--- config.mk ---
export PLATFORM = sky130hd
export DESIGN_NAME = sbr_stack
export DESIGN_NICKNAME = d
export VERILOG_FILES = /design/src/rtl/sbr_stack.sv
export SDC_FILE = /design/constraint.sdc
export NUM_CORES = 1
export LEC_CHECK = 0
export BUFFER_PORTS_ARGS = -buffer_cell sky130_fd_sc_hd__buf_4
export CAP_MARGIN = 20
export CORE_UTILIZATION = 62
export DETAILED_ROUTE_END_ITERATION = 6
export PLACE_DENSITY = 0.78
export REMOVE_ABC_BUFFERS = 1
export SYNTH_ARGS = -nofsm -noshare
export SYNTH_HDL_FRONTEND = slang
export SYNTH_SLANG_ARGS = --single-unit
export TNS_END_PERCENT = 30
--- constraint.sdc ---
create_clock -name clk -period 3.7 [get_ports clk]
set_clock_uncertainty 0.2 [all_clocks]
set_input_delay 0.185 -clock clk [delete_from_list [all_inputs] [get_ports clk]]
set_output_delay 0.185 -clock clk [all_outputs]
set_load 0.005 [all_outputs]
--- src/rtl/sbr_stack.sv ---
// Purpose : microcode subroutine return-address stack (16-entry circular LIFO).
// Latency : sbrRet is registered; a ret cycle sees the pre-pop top, new top one cycle later.
// Backpressure: none; push/pop act every cycle, and full/empty wrap instead of stalling.
//
// Ports:
//   clk, rstN        - clock (rising edge) and asynchronous active-low reset
//   call, ret        - CRAM CALL bit and decoded DISP/RETURN of the current microword
//   force1777        - page-fail trap; forces a push and suppresses any same-cycle ret
//   CRADR[0:10]      - current microword address, the value pushed
//   clrErr           - clears the sticky ovf/unf flags
//   sbrRet[0:10]     - registered top-of-stack return address
//   stackAdr[0:3]    - stack pointer (next free slot), for diagnostic readback
//   depth[4:0]       - valid entry count, 0..16 (saturating)
//   ovf, unf         - sticky overflow / underflow flags
//
// Build option: define SBR_STACK_CHECK_EN to enable the ovf/unf error flags;
// without it both flags are tied low and clrErr is ignored.
module sbr_stack #(
  parameter int DEPTH = 16,
  parameter int AW    = 11
) (
  input  logic          clk,
  input  logic          rstN,
  input  logic          call,
  input  logic          ret,
  input  logic          force1777,
  input  logic [0:AW-1] CRADR,
  input  logic          clrErr,
  output logic [0:AW-1] sbrRet,
  output logic [0:3]    stackAdr,
  output logic [4:0]    depth,
  output logic          ovf,
  output logic          unf
);

  localparam logic [4:0] FULL = 5'(DEPTH);

  logic [0:AW-1] entry [DEPTH];

  logic       push;
  logic       pop;
  logic [0:3] sp_m1;
  logic [0:3] sp_m2;

  // A trap always pushes; a return in the same cycle is discarded.
  assign push  = call | force1777;
  assign pop   = ret & ~force1777;
  // Pointer arithmetic wraps naturally in 4 bits.
  assign sp_m1 = stackAdr - 4'd1;
  assign sp_m2 = stackAdr - 4'd2;

  always_ff @(posedge clk or negedge rstN) begin
    if (!rstN) begin
      stackAdr <= '0;
      depth    <= '0;
      sbrRet   <= '0;
      for (int i = 0; i < DEPTH; i++) begin
        entry[i] <= '0;
      end
    end else begin
      case ({push, pop})
        2'b10: begin
          // Writing at a full stack silently overwrites the oldest slot.
          entry[stackAdr] <= CRADR;
          stackAdr        <= stackAdr + 4'd1;
          sbrRet          <= CRADR;
          if (depth != FULL) depth <= depth + 5'd1;
        end
        2'b01: begin
          // The entry below the one being popped becomes the new top; at
          // depth 0 this is a stale wrapped entry, returned as-is.
          stackAdr <= sp_m1;
          sbrRet   <= entry[sp_m2];
          if (depth != 5'd0) depth <= depth - 5'd1;
        end
        2'b11: begin
          // Call and return together replace the top in place.
          entry[sp_m1] <= CRADR;
          sbrRet       <= CRADR;
        end
        default: begin
        end
      endcase
    end
  end

`ifdef SBR_STACK_CHECK_EN
  logic ovf_set;
  logic unf_set;

  assign ovf_set = push & ~pop & (depth == FULL);
  assign unf_set = pop & ~push & (depth == 5'd0);

  // A set event in the same cycle as clrErr wins.
  always_ff @(posedge clk or negedge rstN) begin
    if (!rstN) begin
      ovf <= 1'b0;
      unf <= 1'b0;
    end else begin
      if (ovf_set)     ovf <= 1'b1;
      else if (clrErr) ovf <= 1'b0;
      if (unf_set)     unf <= 1'b1;
      else if (clrErr) unf <= 1'b0;
    end
  end
`else
  logic unused_clr_err;

  assign unused_clr_err = clrErr;
  assign ovf            = 1'b0;
  assign unf            = 1'b0;
`endif

endmodule

# == After elaboration in Yosys (flattened, before gate mapping) ==
# Index checks and enable logic that the tools add are counted.
# totals
word_cells,64
ff_bits,196
inputBits,17
output_inout_bits,22
# classes
n_bitwise,6
addsub,5
n_mux,15
n_lt_le_gt_ge,5
eq_ne,6
reduce_logical,8
# ops
operator,n
$bwmux 176,2
$pmux 176 s2,1
$demux 11 s4,2
$bmux 11 s4,1
$mux 11,4
$pmux 11 s2,1
$ge 5x5->1 const B,3
$not 4->5,3
$lt 5x1->1 const B,2
$mux 5,2
$pmux 5 s2,1
$pmux 4 s2,1
$reduce_bool 2->1,3
$add 5x1->5 const B,1
$ne 5x5->1 const B,1
$reduce_bool 5->1,1
$sub 5x1->5 const B,1
$add 4x1->4 const B,1
$eq 2x2->1 const B,2
$ne 2x2->1 const B,2
$sub 4x1->4 const B,1
$sub 4x2->4 const B,1
$reduce_and 3->1,1
$eq 2x1->1 const B,1
other kinds (5),6

# == Longest topological paths before layout ==
# depth
depth_word,8
mapped_depth,11
mapped_depth_nobuf,9

# == Worst setup path after synthesis ==
# OpenSTA, ideal clock, no wires.
# synth_path
path_kind,flip-flop to flip-flop
start,reg stackAdr[2] (netlist name)
end,reg entry[45] (netlist name)
required_ns,3.368
path_slack_ns,0.920
path_buffers,3
synth_period_minus_slack_ns,2.780
setup_time_ns,0.132
arrival_time_ns,2.449
path_stages_with_launch,11
path_cell_list,dfrtp_1 > buf_4 > clkbuf_1 > inv_1 > ha_1 > a21boi_4 > xor2_2 > a31oi_1 > or2_1 > buf_2 > o2bb2ai_1
# synth_via
elab_chain_cells,8
elab_cells_between_ends,16
cone_classes,add/sub (1); order compare (4); mux (7); bitwise (2); reduce/logical (2)
# synth_lines
element,line_no,text
start: declaration,30,"output logic [0:3] stackAdr,"
start signal: assignment,65,stackAdr <= stackAdr + 4'd1;
start signal: assignment,72,stackAdr <= sp_m1;
$sub 4x1->4,49,assign sp_m1 = stackAdr - 4'd1;
$not 4->5 (not written as such),78,entry[sp_m1] <= CRADR;
$ge 5x5->1 (not written as such) or $lt 5x1->1 (tied branches),78,
$logic_and 1x1->1 (not written as such),78,
$mux 11 (not written as such),78,
$demux 11 s4,78,
$bwmux 176,78,
$pmux 176 s2 (*),61,"case ({push, pop})"
end signal: indexed assignment,58,entry[i] <= '0;
end signal: indexed assignment,64,entry[stackAdr] <= CRADR;
end signal: indexed assignment,78,
end: declaration,38,logic [0:AW-1] entry [DEPTH];
# Mark *: on every way between the ends. The rest lies on a longest branch, timed or not.
# A chain may end at the register's enable or synchronous reset.

# == Worst setup path after layout ==
# layout_path
start,reg stackAdr[1] (netlist name)
end,reg entry[92] (netlist name)
# The elaborated chain is that of the path after synthesis.

==> qor.txt <==
status -> finished, final reports clean
Final Util -> 70.11%
routed len/inst -> 25.94 um
Yosys warnings -> 0
number of port buffers -> 35
First-pass DRT Iterations -> 6
CTS buffer count -> 17
crit-path max cell delay -> 0.78 ns
setup ws final -> 0.5447 ns
worst-path cell chain -> inv_1 > ha_1 > a21boi_4 > xnor2_2 > a31oi_1 > or2_1 > o2bb2ai_1
Starting Density -> 63.44%
Final Slew Violations -> 0
Iter 0 DRT Violations -> 607
pre-CTS WS -> 0.6261 ns
pin count of the biggest net entering global routing -> 105
CTS root buf -> clkbuf_16
Post-Route WL -> 23.40 mm
Peak VDD IR -> 0.4916 mV
die width -> 123.7 um
synthesized area per cell -> 13.25 sq um
final hold vios -> 0
CP max-delay cell -> a31oi_1
vias in the first global route -> 6253
EDFF count, synth -> 0
CTS sink cnt -> 196
ant diodes -> 0
DIE AREA -> 15310 sq um
Nets -> 736
WP data required -> 3.86 ns
async set-reset flop share out of synthesis -> 100.0%
core box area -> 14480 sq um
drt via density -> 7.023
global placer's final weighted congestion -> 0.9351
Total Power -> 9.591 mW
CTS tree -> yes
total grt overflow -> 0
Yosys reg bits -> 196
layout filler cell count -> 948
area post-placement -> 9538 sq um
sequential area share after synthesis -> 53.40%
Core Rows -> 44
GRT Util Overall -> 32.91%
Final Cycle Share -> 85.28%
Leakage -> 4.253 nW
synth top area cells -> dfrtp_1 53%, o2bb2ai_1 17%, mux4_2 11%
initial antenna violation count -> 0
post-synth top area share -> 53.40%
Max Freq -> 316.9 MHz
Tightest Pin Transition -> 1.017 ns
Final HPWL DP -> 14.71 mm
maximum root-to-sink buffer count -> 2
unique cell type count in the Yosys netlist -> 45
I/O Pins -> 39
Area Growth Syn to Fin -> 10.52%
crit path max fanout -> 12
synthesized cell area -> 9185 sq um
MaxCap Viol Count -> 0
Max-Slew Margin vs Limit -> 31.89%
Final min period -> 3.155 ns
cells after synthesis -> 693
share of cells above drive strength 1 -> 20.89%
Final Cell Area -> 10150 sq um
Die Span Y -> 123.7 um
Final Setup Violations -> 0
Residual DRC -> 0
RSZ-0062 raised after global routing -> false
first-pass GRT wire length -> 36.19 mm
Hold WS -> 0.06785 ns
startpoint types -> flip-flop
CP Capture Type -> flip-flop
Clock Latency Late Sink -> 0.44 ns
crit path DAT -> 3.31 ns
Clock transition at path regs -> 0.07 ns
Synth area leader -> dfrtp_1
most common cell in the netlist -> dfrtp_1
ys flop type -> dfrtp_1
Hold Path Class -> in2reg
ANT nets after route -> 0
vias -> 6335
synth cell count leaders -> 196 x dfrtp_1, 176 x o2bb2ai_1, 43 x mux4_2
pwr dens -> 944.8 nW/um^2
Crit Path Category -> reg2reg
# H-tree levels -> 4
## report_power, final
part,switching (mW),leakage (nW),total [mW],internal (mW)
clock,0.806,0.286,1.90,1.09
sequential,0.620,2.46,3.72,3.10
combinational,2.02,1.51,3.97,1.95
total,3.44,4.25,9.59,6.15
## layout by cell type, fill, tap and decap left out, types with 2 or more instances in the layout
cell type,instances
nor4_1,2
nand2_2,3
o41ai_1,11
clkinvlp_4,2
nor3_1,13
and3b_1,2
clkinv_2,3
buf_4,62
a31oi_1,17
conb_1,2
clkbuf_8,3
mux2i_1,3
bufinv_16,3
a21oi_1,2
ha_1,13
o21ai_0,12
o22ai_1,3
xor2_1,7
o2bb2ai_1,176
and3_1,12
mux2_1,7
nor2b_1,2
nand2_1,18
dlygate4sd3_1,2
xnor2_1,6
mux4_2,43
nor2_1,26
dfrtp_1,194
clkbuf_1,3
or2_1,16
mux2_2,6
inv_1,7
clkbuf_16,17
and2_1,4
## layer usage
metal | routed length, um | global-route usage [%]
met5 | 0 | 0
met4 | 705 | 14.31
met3 | 2210 | 10.44
met2 | 10720 | 47.19
met1 | 9762 | 46.26
## registers in the layout (all words and copies together) (netlist names)
| signal | flops |
|---|---|
| stackAdr | 4 |
| sbrRet | 11 |
| depth | 5 |
| entry | 176 |
## cell type report
type	count	area, sq um	share of cell area, %
multi-input combinational	418	3889	38.31
clock inverter	9	128.9	1.270
clock buffer	22	464.2	4.573
timing repair buffer	65	499.2	4.918
sequential	196	4910	48.37
inverter	8	30.03	0.2958
tap	184	230.2	2.268
## cell families (layout without fill, tap and decap cells)
group                      count (synthesis)  in the layout  synth area share [%]
xor gates and xnor gates                  15             15                 1.594
and+or+nand+nor                          103            103                 5.735
DFF                                      196            196                 53.40
adders and majority gates                 13             13                 1.771
other                                      1              2               0.04083
muxes                                     60             60                 12.75
AOI/OAI and AO/OA                        225            225                 20.41
buffers and inverters                     80            104                 4.305
## critical path: cells and delay by family, from the launching register on
kind	cells	cell delay (ns)
flip-flops	1	0.64
XOR/XNOR	1	0.17
adder cells (fa/ha/maj)	1	0.26
AND/OR/NAND/NOR	1	0.45
buffers and inverters	1	0.18
AO/OA/AOI/OAI	3	1.17
## through the flow
step	setup TNS, ns	instances
6_report	0	902
5_1_grt	0	902
4_1_cts	0	902
3_5_place_dp	0	869
3_3_place_gp	0	869
2_1_floorplan	-100.84	622
## path summary, 6_finish.rpt
kind / slack (ns) / startpoint / endpoint / cells past startpoint
max: 0.54 / stackAdr[1]$_DFFE_PN0P_ / entry[92]$_DFFE_PN0P_ / 7
min: 0.07 / CRADR[6] / entry[37]$_DFFE_PN0P_ / 4
max reg2reg: 0.54 / stackAdr[1]$_DFFE_PN0P_ / entry[92]$_DFFE_PN0P_ / 7
min reg2reg: 0.29 / entry[80]$_DFFE_PN0P_ / entry[80]$_DFFE_PN0P_ / 1
max in group asynchronous: 2.07 / rstN / stackAdr[3]$_DFFE_PN0P_ / 3
min in group asynchronous: 0.18 / rstN / entry[150]$_DFFE_PN0P_ / 2
## timing repair
action                    4_1_cts  5_1_grt
buffers inserted                0        0
hold buffers                    2        0
hold endpoints to repair      102        0
resized for setup               0        0
(Power assumes the default switching activity.)
